### src/rtl/sha3_pkg.sv
// Shared SHA-3 types: state array, digest mode encoding, digest length helper.
// Types:     state_t (Keccak state indexed [x][y]), sha3_mode_e (224/256/384/512).
// Constants: MAX_DIGEST_BITS; function digest_bits() maps a mode to its length.
package sha3_pkg;

  typedef logic [0:4][0:4][63:0] state_t;

  typedef enum logic [1:0] {
    SHA3_224 = 2'd0,
    SHA3_256 = 2'd1,
    SHA3_384 = 2'd2,
    SHA3_512 = 2'd3
  } sha3_mode_e;

  localparam int MAX_DIGEST_BITS = 512;

  function automatic int unsigned digest_bits(sha3_mode_e m);
    case (m)
      SHA3_224: return 224;
      SHA3_256: return 256;
      SHA3_384: return 384;
      default:  return 512;
    endcase
  endfunction

endpackage

### src/rtl/axis_digest_tx.sv
// Streams a truncated Keccak digest out as an AXI4-Stream master, beat 0 first.
// Latency: start at edge k -> beat 0 valid in cycle k+1; one beat per cycle while ready.
// Backpressure: M_TREADY low holds every output; start is ignored while busy.
// Ports: ACLK/ARESET (sync, active-high); start/mode/state_in capture a final state;
//        busy/done status; M_TVALID/M_TREADY/M_TDATA/M_TLAST/M_TUSER stream (TUSER = mode).
// Option: define AXIS_DIGEST_TX_BYTESWAP_EN to reverse byte order within each beat.
module axis_digest_tx
  import sha3_pkg::*;
#(
  parameter int DATA_WIDTH = 16
) (
  input  logic                   ACLK,
  input  logic                   ARESET,
  input  logic                   start,
  input  logic [1:0]             mode,
  input  logic [0:4][0:4][63:0]  state_in,
  output logic                   busy,
  output logic                   done,
  output logic                   M_TVALID,
  input  logic                   M_TREADY,
  output logic [DATA_WIDTH-1:0]  M_TDATA,
  output logic                   M_TLAST,
  output logic [1:0]             M_TUSER
);

  // Every legal width divides 224, so each digest length is a whole number of beats.
  if (DATA_WIDTH != 8 && DATA_WIDTH != 16 && DATA_WIDTH != 32) begin : g_bad_width
    $error("axis_digest_tx: DATA_WIDTH must be 8, 16 or 32");
  end

  localparam int BEATS_MAX = MAX_DIGEST_BITS / DATA_WIDTH;
  localparam int CNT_W     = $clog2(BEATS_MAX);
  localparam int NBYTES    = DATA_WIDTH / 8;

  localparam logic ST_IDLE = 1'b0;
  localparam logic ST_SEND = 1'b1;

  logic                       state_q, state_d;
  logic [MAX_DIGEST_BITS-1:0] sreg_q, sreg_d;
  logic [CNT_W-1:0]           cnt_q, cnt_d;
  logic [1:0]                 mode_q, mode_d;
  logic                       done_q, done_d;

  logic [MAX_DIGEST_BITS-1:0] flat;
  logic [CNT_W-1:0]           last_idx;
  logic                       hs;

  // Lane L = x + 5y sits at flat bits [64L+63:64L]; only the first 8 lanes can
  // reach the longest digest.
  for (genvar l = 0; l < MAX_DIGEST_BITS / 64; l++) begin : g_flat
    assign flat[64*l +: 64] = state_in[l % 5][l / 5];
  end

  always_comb begin
    last_idx = CNT_W'(digest_bits(sha3_mode_e'(mode_q)) / DATA_WIDTH - 1);
  end

  assign M_TVALID = (state_q == ST_SEND);
  assign busy     = M_TVALID;
  assign hs       = M_TVALID && M_TREADY;
  assign M_TLAST  = M_TVALID && (cnt_q == last_idx);
  assign M_TUSER  = mode_q;
  assign done     = done_q;

`ifdef AXIS_DIGEST_TX_BYTESWAP_EN
  // Byte 0 of the beat lands at the MSB end; beat order is untouched.
  for (genvar b = 0; b < NBYTES; b++) begin : g_bswap
    assign M_TDATA[8*(NBYTES-1-b) +: 8] = sreg_q[8*b +: 8];
  end
`else
  assign M_TDATA = sreg_q[DATA_WIDTH-1:0];
`endif

  always_comb begin
    state_d = state_q;
    sreg_d  = sreg_q;
    cnt_d   = cnt_q;
    mode_d  = mode_q;
    done_d  = 1'b0;
    case (state_q)
      ST_IDLE: begin
        if (start) begin
          state_d = ST_SEND;
          sreg_d  = flat;
          cnt_d   = '0;
          mode_d  = mode;
        end
      end
      default: begin
        // start is not looked at here, so a pulse during the final handshake is dropped.
        if (hs) begin
          sreg_d = sreg_q >> DATA_WIDTH;
          cnt_d  = cnt_q + CNT_W'(1);
          if (M_TLAST) begin
            state_d = ST_IDLE;
            done_d  = 1'b1;
          end
        end
      end
    endcase
  end

  always_ff @(posedge ACLK) begin
    if (ARESET) begin
      state_q <= ST_IDLE;
      sreg_q  <= '0;
      cnt_q   <= '0;
      mode_q  <= '0;
      done_q  <= 1'b0;
    end else begin
      state_q <= state_d;
      sreg_q  <= sreg_d;
      cnt_q   <= cnt_d;
      mode_q  <= mode_d;
      done_q  <= done_d;
    end
  end

endmodule
### config.mk
export PLATFORM = sky130hd
export DESIGN_NAME = axis_digest_tx
export DESIGN_NICKNAME = d
export VERILOG_FILES = /design/src/rtl/sha3_pkg.sv /design/src/rtl/axis_digest_tx.sv
export SDC_FILE = /design/constraint.sdc
export NUM_CORES = 1
export LEC_CHECK = 0
export CAP_MARGIN = 20
export CORE_AREA = 2 2 639 641
export CTS_CLUSTER_DIAMETER = 100
export DETAILED_ROUTE_END_ITERATION = 7
export DIE_AREA = 0 0 641 643
export SETUP_SLACK_MARGIN = 0.1
export SLEW_MARGIN = 20
export SYNTH_ARGS = -nofsm -noshare
export SYNTH_HDL_FRONTEND = slang
export SYNTH_SLANG_ARGS = --single-unit
export TNS_END_PERCENT = 30
### constraint.sdc
create_clock -name ACLK -period 4.2 [get_ports ACLK]
set_input_delay 0.63 -clock ACLK [delete_from_list [all_inputs] [get_ports ACLK]]
set_output_delay 0.63 -clock ACLK [all_outputs]
set_load 0.03 [all_outputs]
==> flow_summary_export.csv <==
group,metric,value,unit
outcome,outcome,"complete, no violations",
placement,place.gp.congestion,0.7708,
timing,fmax,308.9,MHz
timing,tns,0,ps
global_route,grt_pass1_vias,19000,
drt,drc,0,
setup_path,r2r-end,"sreg_q[332]",
final_layout,drive_gt1_share,25.45,%
timing,hold_violations,0,
yosys,synth_flop_cell,"dfxtp_1",
yosys,synth_area_leaders,"dfxtp_1 41%, a211oi_2 24%, mux2i_1 20%",
drt,drt-total-wl,135600,µm
min_path,worstHoldEndpoint,"sreg_q[237]",
clock_tree,cts_made_buffers,76,
clock_tree,ctsHoldBuffers,0,
clock_tree,root_buffer,"clkbuf_16",
placement,dp.cells,8153,
timing,fin_ws,962.6,ps
global_route,grt_max_degree,121,
pwr,power_density,378.1,nW/µm²
yosys,ys_seq_area_share,40.97,%
setup_path,endpoint_kind,"output pin",
yosys,yosysWarningCount,0,
min_path,hold-path-cell-count,2,
setup_path,r2r_cells,4,
placement,place_ws,1126,ps
setup_path,start_kind,"register",
setup_path,crit_path_cell_trace,"xnor2_1 -> nand3_1 -> a21oi_1 -> clkdlybuf4s50_1",
yosys,yosysMostFrequentCell,"dfxtp_1",
clock_tree,clkSlewWorstSetupHoldPaths,60,ps
floorplan,die_w,641,µm
clock_tree,post_cts_resize_count,0,
drt,avgRoutedWirePerCell,16.33,µm
yosys,synth_edf_count,0,
min_path,min-delay-start,"ARESET",
setup_path,rr_startpoint,"M_TVALID",
floorplan,start_util,6.283,%
timing,setup_viol,0,
timing,post-route-min-period,3237,ps
drt,drt_iter0_drc,1069,
setup_path,path_max_fanout,5,
clock_tree,clkLatencyLatePin,790,ps
yosys,netlist_area,25460,µm²
final_layout,area_delta_synth_final,56.03,%
yosys,yosysTopAreaCellShare,40.97,%
timing,clock_skew,93.79,ps
floorplan,core,405200,µm²
yosys,async_flop_share,0,%
global_route,grtUsageTotal,6.377,%
job,max-cap-violations,0,
global_route,antenna_found_initial,83,
setup_path,r2r_slack,1570,ps
global_route,grt_overflow,0,
placement,portBuffers,539,
pwr,peakVddDrop,288.5,µV
clock_tree,cts_max_level,3,
yosys,syn_inst,2329,
setup_path,crit_slowest_cell,"clkdlybuf4s50_1",
setup_path,worstPathArrival,2610,ps
setup_path,crit_path_start,"M_TUSER[0]",
drt,via_per_inst,2.328,
floorplan,die_h,643,µm
timing,period_share,77.08,%
clock_tree,cts_num_sinks,521,
yosys,synth.avg_cell_area,10.93,µm²
setup_path,required,3570,ps
floorplan,die_area,412200,µm²
clock_tree,post-cts-setup-buffer-count,0,
timing,rsz0062_at_grt,"no",
placement,dpl.hpwl,112300,µm
floorplan,num_rows,234,
clock_tree,cts_tree,"yes",
pwr,p_total,15.02,mW
timing,drv_slew,0,
drt,ant_nets,0,
yosys,yosys.area.top_type,"dfxtp_1",
yosys,ys_types,30,
pwr,p_leak,12.63,nW
yosys,syn_nets,3936,
final_layout,layoutNonFillerInstCount,8308,
timing,slew_headroom,32.65,%
yosys,synth-seq-cells,521,
drt,firstDrtPassIters,7,
clock_tree,clockBufferDepth,4,
drt,vias,19340,
final_layout,nets,4410,
min_path,hp-class,"in -> reg",
setup_path,path_class,"reg -> out",
timing,worst_pin_slew,1010,ps
floorplan,ios,1628,
yosys,yosys-top-cells-count,"521 x dfxtp_1, 520 x nor2_1, 499 x mux2i_1",
global_route,grt_pass1_wl,174600,µm
setup_path,slowest_delay,790,ps
-- routing by layer --
metal | up-vias | global-route usage, % | wire (µm)
met1 | 9126 | 6.871 | 51880
li1 | 9438 | - | -
met3 | 239 | 2.796 | 12200
met2 | 484 | 11.22 | 67630
met5 | - | 0 | 312
met4 | 56 | 1.770 | 3608
-- worst max-delay path, delay by kind of cell, from the launching register on --
family	cells	cell delay, ps
AO/OA/AOI/OAI	1	180
XOR/XNOR	1	190
buffers and inverters	1	790
flip-flops	1	530
AND/OR/NAND/NOR	1	130
-- area by class of cell --
class                   instances  area [µm²]
inverters                       2       7.507
diodes                         27       67.56
well taps                    5428        6792
flip-flops and latches        521       10430
fillers                     46790      365500
multi-input cells            1561       13530
clock buffers                 100        2123
repair buffers                641        6466
clock inverters                28       300.3
-- kinds of logic after synthesis --
kind of cell               after synthesis  synth area share, %
AOI/OAI and AO/OA                      525                25.09
and+or+nand+nor                        534                7.996
buffers and inverters                  247                6.178
DFF                                    521                40.97
adders and majority gates                1              0.04914
xor gates and xnor gates                 1              0.03441
muxes                                  500                19.68
-- worst max-delay path by stage --
stage                  end  slack (ps)  cells after the start
6_report           M_TLAST         960                      4
5_1_grt            M_TLAST         840                      4
4_1_cts            M_TLAST         890                      4
3_5_place_dp   sreg_q[360]        1130                      5
3_3_place_gp    sreg_q[83]        1130                      6
2_1_floorplan      M_TLAST        1970                      5
-- per-stage QoR --
step,hold slack (ps),utilization (%),area [µm²]
floorplan,465.2,-,25460
global placement,479.5,9.188,37230
detailed placement,486.5,9.188,37230
CTS,211.7,9.786,39650
global route,266.9,9.794,39680
finish,272.7,9.803,39720
-- cells in the final DEF, fill, tap and decap left out, drive strengths merged --
cell,netlist,routed
buf,181,103
a211oi,499,499
nand2,1,1
a32oi,1,1
dfxtp,521,521
o21ai,1,1
diode,0,27
a22oi,16,16
a311o,1,1
inv,2,7
nand3,2,2
o21ba,1,1
and2,2,2
mux2,1,1
o211ai,1,1
and3,3,3
bufinv,0,3
nor3,1,1
ha,1,1
nor2,520,520
mux2i,499,499
clkinv,0,18
and4,1,1
clkdlybuf4s50,0,538
clkbuf,64,100
a21oi,4,4
nand4,3,3
nor2b,1,1
o2111ai,1,1
clkinvlp,0,2
xnor2,1,1
-- where the power goes --
part / internal [mW] / switching [mW]
Sequential: 5.41 / 0.375
Combinational: 1.34 / 1.53
Clock: 3.76 / 2.60
Total: 10.5 / 4.50
-- state kept, by name, summed over array words and instances, names as in the netlist --
signal	cells
sreg_q	512
cnt_q	5
M_TUSER	2
M_TVALID	1
done	1
Note: power is estimated with default switching activity, not from simulation.
